[src/rtl/stopwatch_pkg.sv]
`default_nettype none
// ============================================================================
// Module      : stopwatch_pkg
// Description : Shared types, BCD constants and helpers for the MM:SS stopwatch
// Revision    : 1.0
// ============================================================================
package stopwatch_pkg;

    typedef logic [3:0] bcd_t;

    typedef enum logic [0:0] {
        PAUSED = 1'b0,
        RUN    = 1'b1
    } state_t;

    localparam bcd_t SEC_MAX_TENS = 4'd5;
    localparam bcd_t BCD_MAX      = 4'd9;

    // Packs a 0..99 value as {tens, ones} for compile-time comparison
    function automatic logic [7:0] to_bcd2(input int value);
        return {4'(value / 10), 4'(value % 10)};
    endfunction

endpackage
`default_nettype wire

[src/rtl/stopwatch_core_rise_edge_detect.sv]
`default_nettype none
// ============================================================================
// Module      : rise_edge_detect
// Description : Registered one-cycle pulse on each 0->1 transition of lvl
// Revision    : 1.0
// ============================================================================
module rise_edge_detect (
    input  logic clk,
    input  logic rst,
    input  logic lvl,
    output logic pulse
);

    logic r_lvl_q;
    logic r_pulse_q;

    always_ff @(posedge clk or posedge rst) begin
        if (rst) begin
            r_lvl_q   <= 1'b0;
            r_pulse_q <= 1'b0;
        end else begin
            r_lvl_q   <= lvl;
            r_pulse_q <= lvl & ~r_lvl_q;
        end
    end

    assign pulse = r_pulse_q;

endmodule
`default_nettype wire

[src/rtl/stopwatch_core.sv]
`default_nettype none
// ============================================================================
// Module      : stopwatch_core
// Description : MM:SS BCD stopwatch with run/pause, clear and field adjust
// Revision    : 1.0
// ============================================================================
module stopwatch_core
    import stopwatch_pkg::*;
#(
    parameter int MAX_MIN = 59
) (
    input  logic       clk,
    input  logic       rst,
    input  logic       lvl_1hz,
    input  logic       lvl_2hz,
    input  logic       pause_p,
    input  logic       clr_p,
    input  logic       adj,
    input  logic       sel,
    output logic [3:0] min_tens,
    output logic [3:0] min_ones,
    output logic [3:0] sec_tens,
    output logic [3:0] sec_ones,
    output logic       running
);

    localparam logic [7:0] c_MAX_MIN_BCD = to_bcd2(MAX_MIN);

    logic   w_tick_1hz;
    logic   w_tick_2hz;

    state_t r_state_q, w_state_d;
    bcd_t   r_min_tens_q, w_min_tens_d;
    bcd_t   r_min_ones_q, w_min_ones_d;
    bcd_t   r_sec_tens_q, w_sec_tens_d;
    bcd_t   r_sec_ones_q, w_sec_ones_d;
    logic   r_running_q;
    logic   w_sec_wrap;

    rise_edge_detect u_edge_1hz (
        .clk   (clk),
        .rst   (rst),
        .lvl   (lvl_1hz),
        .pulse (w_tick_1hz)
    );

    rise_edge_detect u_edge_2hz (
        .clk   (clk),
        .rst   (rst),
        .lvl   (lvl_2hz),
        .pulse (w_tick_2hz)
    );

    assign w_sec_wrap = (r_sec_tens_q == SEC_MAX_TENS) && (r_sec_ones_q == BCD_MAX);

    always_comb begin
        w_min_tens_d = r_min_tens_q;
        w_min_ones_d = r_min_ones_q;
        w_sec_tens_d = r_sec_tens_q;
        w_sec_ones_d = r_sec_ones_q;
        w_state_d    = pause_p ? ((r_state_q == RUN) ? PAUSED : RUN) : r_state_q;

        if (clr_p) begin
            w_min_tens_d = '0;
            w_min_ones_d = '0;
            w_sec_tens_d = '0;
            w_sec_ones_d = '0;
        end else if ((adj && w_tick_2hz && sel) ||
                     (!adj && (r_state_q == RUN) && w_tick_1hz)) begin
            // Seconds step; carry into minutes only while counting
            if (r_sec_ones_q == BCD_MAX) begin
                w_sec_ones_d = '0;
                w_sec_tens_d = (r_sec_tens_q == SEC_MAX_TENS) ? '0 : r_sec_tens_q + 4'd1;
            end else begin
                w_sec_ones_d = r_sec_ones_q + 4'd1;
            end
        end

        if (!clr_p && ((adj && w_tick_2hz && !sel) ||
                       (!adj && (r_state_q == RUN) && w_tick_1hz && w_sec_wrap))) begin
            if ({r_min_tens_q, r_min_ones_q} == c_MAX_MIN_BCD) begin
                w_min_tens_d = '0;
                w_min_ones_d = '0;
            end else if (r_min_ones_q == BCD_MAX) begin
                w_min_ones_d = '0;
                w_min_tens_d = r_min_tens_q + 4'd1;
            end else begin
                w_min_ones_d = r_min_ones_q + 4'd1;
            end
        end
    end

    always_ff @(posedge clk or posedge rst) begin
        if (rst) begin
            r_state_q    <= PAUSED;
            r_running_q  <= 1'b0;
            r_min_tens_q <= '0;
            r_min_ones_q <= '0;
            r_sec_tens_q <= '0;
            r_sec_ones_q <= '0;
        end else begin
            r_state_q    <= w_state_d;
            r_running_q  <= (w_state_d == RUN);
            r_min_tens_q <= w_min_tens_d;
            r_min_ones_q <= w_min_ones_d;
            r_sec_tens_q <= w_sec_tens_d;
            r_sec_ones_q <= w_sec_ones_d;
        end
    end

    assign min_tens = r_min_tens_q;
    assign min_ones = r_min_ones_q;
    assign sec_tens = r_sec_tens_q;
    assign sec_ones = r_sec_ones_q;
    assign running  = r_running_q;

endmodule
`default_nettype wire

[config.mk]
export PLATFORM = sky130hd
export DESIGN_NAME = stopwatch_core
export DESIGN_NICKNAME = d
export VERILOG_FILES = /design/src/rtl/stopwatch_pkg.sv /design/src/rtl/stopwatch_core_rise_edge_detect.sv /design/src/rtl/stopwatch_core.sv
export SDC_FILE = /design/constraint.sdc
export NUM_CORES = 1
export LEC_CHECK = 0
export ABC_CLOCK_PERIOD_IN_PS = 1690
export BUFFER_PORTS_ARGS = -buffer_cell sky130_fd_sc_hd__buf_2
export CAP_MARGIN = 40
export CORE_MARGIN = 3
export CORE_UTILIZATION = 25
export DETAILED_ROUTE_END_ITERATION = 8
export PLACE_DENSITY = 0.52
export SYNTH_ARGS = -nofsm -noshare
export SYNTH_HDL_FRONTEND = slang
export SYNTH_HIERARCHICAL = 1
export SYNTH_SLANG_ARGS = --single-unit
[constraint.sdc]
create_clock -name clk -period 1.69 [get_ports clk]
set_input_delay 0.0845 -clock clk [delete_from_list [all_inputs] [get_ports clk]]
set_output_delay 0.0845 -clock clk [all_outputs]
set_load 0.01 [all_outputs]
# [After elaboration in Yosys (flattened, before gate mapping)]
# Cells that the tools add are included.
[word_totals] ff_bits=21 inputBits=8 out_inout_bits=17 elab_cells=54
[classes] add_sub_neg=4 eq_ne=4 muxes=16 n_bitwise=4 n_reduce_logical=17
[ops] op="$mux W4" count=15
[ops] op="$add A4 B1 Y4 const B" count=4
[ops] op="$eq A4 B4 Y1 const B" count=2
[ops] op="$eq A8 B7 Y1 const B" count=1
[ops] op="$logic_and A1 B1 Y1" count=8
[ops] op="$reduce_bool A2 Y1" count=3
[ops] op="$eq A4 B3 Y1 const B" count=1
[ops] op="$logic_not A1 Y1" count=3
[ops] op="$and A1 B1 Y1" count=2
[ops] op="$logic_or A1 B1 Y1" count=2
[ops] op="$not A1 Y1" count=2
[ops] op="$reduce_and A2 Y1" count=1
[ops] op="$mux W1" count=1

# [Logic depth before layout (Yosys ltp)]
# Gate-level depths: netlist of the first run.
[depth] word_depth=7 depth_mapped=6 ltp_nobuf=6

# [By module]
# The synthesis of the first run kept the hierarchy.
[modules_own_cells] module="stopwatch_core" n_inst=1 cells_per_inst=109 area_per_inst_um2=1074.8 seq_area_each_um2=425.4
[modules_own_cells] module="rise_edge_detect" n_inst=2 cells_per_inst=4 area_per_inst_um2=67.6 seq_area_each_um2=50.0

# [Worst setup path after synthesis of the first run]
# OpenSTA, ideal clock, no wires.
[synth_timing] kind="register to register" startpoint="reg r_sec_tens_q[0] (netlist: sec_tens[0])" endpoint="reg r_sec_tens_q[3] (netlist: sec_tens[3])" setup_time_ns=0.092 arrival_time_ns=1.621 required_ns=1.598 path_slack_ns=-0.022 path_stages_with_launch=5 path_buffers=0 period_less_slack_ns=1.712 cell_sequence="dfrtp_1 -> ha_1 -> and3b_2 -> or4_4 -> o31ai_2"
[synth_via] elab_chain_len=5 word_cells_on_any_way=6 classes_between="add/sub: 1; eq/ne: 1; mux: 4"
[synth_lines] element="start, declared" line_no="stopwatch_core.sv:35" source="bcd_t r_sec_tens_q, w_sec_tens_d;"
[synth_lines] element="start signal, assigned" line_no="stopwatch_core.sv:106" source="r_sec_tens_q <= w_sec_tens_d;"
[synth_lines] element="$add A4 B1 Y4 or $eq A4 B3 Y1 (tied branches)" line_no="stopwatch_core.sv:73" source="w_sec_tens_d = (r_sec_tens_q == SEC_MAX_TENS) ? '0 : r_sec_tens_q + 4'd1;"
[synth_lines] element="$mux W4 (*)" line_no="stopwatch_core.sv:73"
[synth_lines] element="$mux W4 (*)" line_no="stopwatch_core.sv:71" source="if (r_sec_ones_q == BCD_MAX) begin"
[synth_lines] element="$mux W4 (*)" line_no="stopwatch_core.sv:68" source="end else if ((adj && w_tick_2hz && sel) ||"
[synth_lines] element="$mux W4 (*)" line_no="stopwatch_core.sv:63" source="if (clr_p) begin"
# Mark *: on every way between the ends. The rest lies on a longest branch, timed or not. The select of a mux whose other input is x is not followed.
# A chain may end at the register's enable or synchronous reset.

# [Final worst setup path of the first run]
# Ends and elaborated chain as after synthesis.

==> metrics.yaml, run 1 <==
global_routing:
  grt_max_degree: 18
  grt-ovfl-total: 0
  track_usage_pct: 11.16
  antenna_found_initial: 0
  grt_pass1_vias: 1070
  grt_first_pass_wirelength_mm: 4.843
finish:
  syn_to_final_growth_pct: 34.54
  fin_nets: 177
  multi_input_area_um2: 683.2
  stdcell_count: 214
  fin_area_mm2: 0.001628
  n_fill_cell: 454
  antenna_cells: 0
  area.sequential_um2: 526.8
  fin_util_pct: 36.14
  drive_gt1_share_pct: 44.44
cts:
  cts_inserted_buffers: 3
  cts_sinks: 21
  cts_tree: "done"
  htreeDepth: 1
  cts.path.max_buffers: 2
  cts_root_buffer: "clkbuf_8"
  cts.reportedPaths.clkPinSlew_ps: 80
  worstSkewPairLatency_ps: 260
power:
  power_mw: 1.282
  clkPwrFrac_pct: 25.7
  power.share.sequential_pct: 46.9
  power.internal_mw: 0.9007
  total_leakage_power_nw: 0.7601
  swShare_pct: 29.75
  p_per_area_mw_per_mm2: 787.6
  peakVddDrop_mv: 0.4760
  comb_power_share_pct: 27.5
  p_sw_mw: 0.3814
synth:
  ys_ff_latch: 21
  synth_nets: 131
  yosysTopAreaCellShare_pct: 43.43
  synth_ff_type: "dfrtp_1"
  ys_warn_count: 6
  synthDistinctLibCells: 41
  seq_area_frac_synth_pct: 43.43
  synth_edf_count: 0
  synthCells: 117
  synth_top_area_cell: "dfrtp_1"
  yosysMostFrequentCell: "dfrtp_1"
  syn_area_per_cell_um2: 10.34
  syn_area_mm2: 0.001210
  yosys-top-cells-count: "dfrtp_1, inv_1, a21oi_1, ha_1, nand2_1"
  synth.area.top_cells: "dfrtp_1, ha_1, and3b_2"
  postSynth.asyncResetShare_pct: 100.0
place:
  io_buffers: 24
  dp_slack_ps: 3.791
  gp_congestion: 0.7977
  placed_area_mm2: 0.001493
  dp_cells: 205
  dpl.hpwl_mm: 2.117
floorplan:
  core_area_mm2: 0.004504
  die_w_um: 75.57
  ios: 25
  row_count: 24
  start_util_pct: 26.86
  chipHeight_um: 75.57
  die-area_mm2: 0.005710
timing:
  drv_slew: 0
  rsz0062_at_grt: "yes"
  fin_ws_ps: 17.42
  finalSetupTns_ps: 0
  finalHoldViolCount: 0
  period_needed_ps: 1673
  finalSetupViolCount: 0
  fin_crit_sh_pct: 98.97
  hold_ws_ps: 14.77
  skew_ps: 9.139
  worstMarginPinSlew_ps: 699.1
  relSlewSlack_pct: 53.34
  max_freq_ghz: 0.5979
setup_path:
  rr_worst_depth: 4
  critPathBufInv: 0
  worstPathCellList: "ha_4 -> and3b_2 -> or4_4 -> o31ai_2"
  slowest_delay_ps: 570
  path_delay_family: "simple AND/OR/NAND/NOR gates"
  cp-start-kind: "flop"
  cp.arrival_ps: 1850
  cpMaxStageDelayCell: "or4_4"
  worstSetupPathType: "reg2reg"
  path_max_fanout: 6
  critPathRequiredTime_ps: 1870
  path_depth: 4
  cp-end-kind: "flop"
detailed_routing:
  vias: 1018
  wl_mm: 2.849
  detail_route.wl_per_cell_um: 13.31
  routed_via_density: 4.757
  initialDrtViolationCount: 40
  first_pass_iters: 4
  drcViolationCount: 0
  postRouteAntennaNets: 0
worst_hold_path:
  holdPathStages: 2
  hp-class: "in2reg"
status:
  run_status: "completed"
job:
  maxCapViolations: 0
==> routing by layer <==
layer	wire, µm	share of wire (%)	GRT usage (%)
met1	1284	45	14.11
met2	1398	49	18.50
met3	142	5.0	3.826
met4	24	0.84	2.330
met5	0	0	0
==> flip-flops by register name (all words and copies together), names as in the netlist <==
signal              flops
sec_tens                4
u_edge_2hz/pulse        1
u_edge_1hz/r_lvl_q      1
min_ones                4
min_tens                4
u_edge_1hz/pulse        1
sec_ones                4
running                 1
u_edge_2hz/r_lvl_q      1
==> area by class of cell <==
cell class / instances / share of cell area (%)
Clock buffer: 4 / 2.767
Inverter: 9 / 2.075
Multi-Input combinational cell: 85 / 41.97
Sequential cell: 21 / 32.36
Tap cell: 52 / 3.997
Timing Repair Buffer: 43 / 16.83
==> kinds of logic after synthesis <==
group / after synthesis / share of synthesized area (%)
compound gates: 27 / 17.17
xor+xnor: 1 / 0.7240
fa+ha+maj: 6 / 6.205
buf+inv: 11 / 3.723
flops: 21 / 43.43
mux: 2 / 1.861
simple gates: 49 / 26.89
==> cells in the final DEF (no fill, tap or decap), types with 4 or more instances in the layout <==
master	synthesis	routed
ha_1	6	5
dfrtp_1	21	20
a21oi_1	6	5
inv_1	9	8
nand2_1	6	6
buf_2	0	24
nand2b_1	4	4
nor2b_1	4	4
o21ai_0	5	5
nand3_1	5	5
and3b_2	4	4
nor3_1	4	4
buf_4	1	15
o31ai_1	4	4
==> worst paths after layout <==
kind	slack (ps)	end	startpoint
max in group asynchronous	710	sec_tens[0]$_DFFE_PP0P_	rst
min in group asynchronous	240	u_edge_2hz/r_lvl_q$_DFF_PP0_	rst
worst max register to register	20	sec_tens[3]$_DFFE_PP0P_	sec_tens[0]$_DFFE_PP0P_
worst min-delay path	10	running$_DFFE_PP0P_	pause_p
worst min register to register	450	u_edge_1hz/pulse$_DFF_PP0_	u_edge_1hz/r_lvl_q$_DFF_PP0_
worst max-delay path	20	sec_tens[3]$_DFFE_PP0P_	sec_tens[0]$_DFFE_PP0P_
==> power groups by stage <==
stage / sequential, mW / combinational (mW) / clock (mW)
after floorplan: 0.643 / 0.135 / 0
after global placement: 0.601 / 0.323 / 0
after detailed placement: 0.606 / 0.326 / 0
after CTS: 0.596 / 0.346 / 0.346
after global routing: 0.609 / 0.395 / 0.374
final: 0.601 / 0.352 / 0.329
==> repair_timing <==
action,4_1_cts,5_1_grt
endpoints found under the setup margin,1,8
hold buffers,3,0
gates cloned,0,0
buffers inserted,2,0
pin swaps,3,5
hold endpoints to repair,23,0
gates resized for setup,0,10
No activity file was read; power rests on OpenSTA's default activity.
==> run 2: changes to the inputs <==
--- a/config.mk
+++ b/config.mk
@@ -14,5 +14,4 @@
 export PLACE_DENSITY = 0.52
 export SYNTH_ARGS = -nofsm -noshare
 export SYNTH_HDL_FRONTEND = slang
-export SYNTH_HIERARCHICAL = 1
 export SYNTH_SLANG_ARGS = --single-unit
==> run 2 against run 1 <==
Critical endpoint unchanged. Cell area decreased by 3.0%. First-iteration DRC count is the same. Clock skew is 5.7 ps lower. Combinational power down 16%. Wire length down 0.25%. Fmax rose by 1.5%. Sequential power fell by 3%. Critical path depth did not move. Final cell count fell by 2.8%.
==> metrics.yaml, run 2 <==
timing:
  max_freq_ghz: 0.6066  # +1.5%
  finalSetupViolCount: 0  # unchanged
  worstMarginPinSlew_ps: 399.7  # -299.4 ps
  relSlewSlack_pct: 73.33  # +20 points
  hold_ws_ps: 181.7  # +166.9 ps
  drv_slew: 0  # unchanged
  finalSetupTns_ps: 0  # unchanged
  finalHoldViolCount: 0  # unchanged
  skew_ps: 3.451  # -5.688 ps
  period_needed_ps: 1649  # -23.93 ps
  rsz0062_at_grt: "yes"
  fin_crit_sh_pct: 97.55  # -1.4 points
finish:
  syn_to_final_growth_pct: 36.88
  area.sequential_um2: 525.5  # -0.24%
  fin_nets: 171  # -3.4%
  multi_input_area_um2: 650.6  # -4.8%
  drive_gt1_share_pct: 36.54  # -7.9 points
  antenna_cells: 0  # unchanged
  final_common_cell: "buf_2"
  layout_common_cells: "buf_2, dfrtp_1, buf_4"
  n_fill_cell: 455  # +0.22%
floorplan:
  start_util_pct: 26.13  # -0.73 points
  ios: 25  # unchanged
  chipHeight_um: 73.93  # -2.2%
  core_area_mm2: 0.004414  # -2.0%
  die-area_mm2: 0.005466  # -4.3%
  die_w_um: 73.93  # -2.2%
  row_count: 24  # unchanged
setup_path:
  timing.rr.start: "sec_tens[0]$_DFFE_PP0P_"
  cp.arrival_ps: 1830  # -20 ps
  critPathRequiredTime_ps: 1870  # about the same
  cp-end-kind: "flop"
  worstSetupPathType: "reg2reg"
  startpoint: "sec_tens[0]$_DFFE_PP0P_"
  path_max_fanout: 6  # unchanged
  cp-start-kind: "flop"
detailed_routing:
  detail_route.wl_per_cell_um: 13.66  # +2.6%
  wl_mm: 2.842  # -0.25%
  routed_via_density: 5.005  # +5.2%
  vias: 1041  # +2.3%
  initialDrtViolationCount: 40  # unchanged
  first_pass_iters: 4  # unchanged
  drcViolationCount: 0  # unchanged
  postRouteAntennaNets: 0  # unchanged
global_routing:
  antenna_found_initial: 0  # unchanged
  track_usage_pct: 10.82  # -0.33 points
  grt_max_degree: 13  # -5
  grt-ovfl-total: 0  # unchanged
  grt_pass1_vias: 1022  # -4.5%
  grt_first_pass_wirelength_mm: 4.609  # -4.8%
cts:
  cts.reportedPaths.clkPinSlew_ps: 80  # about the same
  cts_root_buffer: "clkbuf_8"
  cts_tree: "done"
  cts_inserted_buffers: 3  # unchanged
  htreeDepth: 1  # unchanged
  cts.path.max_buffers: 2  # unchanged
  cts_sinks: 21  # unchanged
  worstSkewPairLatency_ps: 260  # about the same
synth:
  syn_area_per_cell_um2: 10.21  # -1.3%
  ys_warn_count: 0  # -6
  synth_ff_type: "dfrtp_1"
  yosys-top-cells-count: "dfrtp_1, o21ai_0, o31ai_1"
  ys_ff_latch: 21  # unchanged
  synth.area.top_cells: "dfrtp_1, ha_1, o21ai_0"
  synth_nets: 127  # -3.1%
  syn_area_mm2: 0.001154  # -4.7%
  yosysTopAreaCellShare_pct: 45.55  # +2.1 points
  yosysMostFrequentCell: "dfrtp_1"
  postSynth.asyncResetShare_pct: 100.0  # unchanged
  synth_top_area_cell: "dfrtp_1"
  seq_area_frac_synth_pct: 45.55  # +2.1 points
  synthDistinctLibCells: 33  # -20%
  synthCells: 113  # -3.4%
  synth_edf_count: 0  # unchanged
power:
  peakVddDrop_mv: 0.3506  # -26%
  p_per_area_mw_per_mm2: 766.6  # -2.7%
  total_leakage_power_nw: 0.7421  # -2.4%
  power_mw: 1.211  # -5.6%
place:
  dpl.hpwl_mm: 2.034  # -3.9%
  gp_congestion: 0.9135  # +15%
  io_buffers: 24  # unchanged
worst_hold_path:
  worstHoldStart: "clr_p"
  hp-class: "in2reg"
job:
  maxCapViolations: 0  # unchanged
status:
  run_status: "completed"
-- run 2: cell count changes after synthesis, moves of 2 or more --
cell / previous run / this run
nand3_1: 5 / 3
buf_2: 0 / 3
or3_1: 1 / 3
or2_2: 2 / 0
inv_1: 9 / 6
nand2_1: 6 / 3
o21ai_0: 5 / 11
nor2b_4: 2 / 0
nand2b_1: 4 / 6
o21ai_1: 2 / 0
o31ai_1: 4 / 7
-- run 2: through the flow --
step	setup slack, ps	instance area (µm²)	util (%)	cells
floorplan	9.596	1160	-	113
global placement	35.83	1416	32.09	197
detailed placement	-28.79	1416	32.09	197
CTS	-8.644	1523	34.50	207
global route	-73.82	1579	35.77	208
finish	41.35	1579	35.77	208
-- run 2: critical path, stage by stage (launching register included) --
cell and delay, ps:
dfrtp_1 400, ha_1 200, and3b_2 250, or4_4 530
o31ai_4 190
-- run 2: final cells by class --
type | count | area share [%]
Clock buffer | 3 | 2.615
Inverter | 7 | 1.664
Sequential cell | 21 | 33.28
Clock inverter | 1 | 0.3170
Multi-Input combinational cell | 82 | 41.20
Tap cell | 52 | 4.120
Timing Repair Buffer | 42 | 16.80
-- run 2: cells by family after synthesis --
| logic type | Yosys count | share of synthesized area [%] |
|---|---|---|
| buf+inv | 11 | 3.903 |
| xor+xnor | 2 | 1.519 |
| mux | 1 | 0.9761 |
| simple gates | 42 | 23.32 |
| compound gates | 30 | 18.22 |
| fa+ha+maj | 6 | 6.507 |
| flops | 21 | 45.55 |
-- run 2: layer usage --
| layer | vias to the layer above | track usage [%] | routed length [µm] |
|---|---|---|---|
| li1 | 503 | - | - |
| met1 | 512 | 13.48 | 1229 |
| met2 | 21 | 18.50 | 1483 |
| met3 | 5 | 2.027 | 91 |
| met4 | 0 | 4.225 | 38 |
| met5 | - | 0 | 0 |
-- run 2: power by group --
| part | total (mW) | switching (mW) | internal (mW) |
|---|---|---|---|
| logic | 0.295 | 0.153 | 0.141 |
| clock network | 0.335 | 0.171 | 0.164 |
| registers | 0.581 | 0.0327 | 0.548 |
-- run 2: worst paths after layout --
path	end	slack [ps]	cells after the start
max	sec_tens[3]$_DFFE_PP0P_	40	4
min	sec_ones[1]$_DFFE_PP0P_	180	2
max reg2reg	sec_tens[3]$_DFFE_PP0P_	40	4
min reg2reg	u_edge_2hz.pulse$_DFF_PP0_	400	1
max in group asynchronous	sec_tens[1]$_DFFE_PP0P_	830	4
min in group asynchronous	running$_DFFE_PP0P_	350	3
-- run 2: what timing repair did --
| item | CTS | global route |
|---|---|---|
| hold buffers | 4 | 0 |
| hold endpoints to repair | 12 | 0 |
| cloned | 1 | 0 |
| resized for setup | 0 | 9 |
| setup endpoints to repair | 1 | 8 |
| pin swaps | 3 | 3 |
| buffers inserted | 1 | 1 |
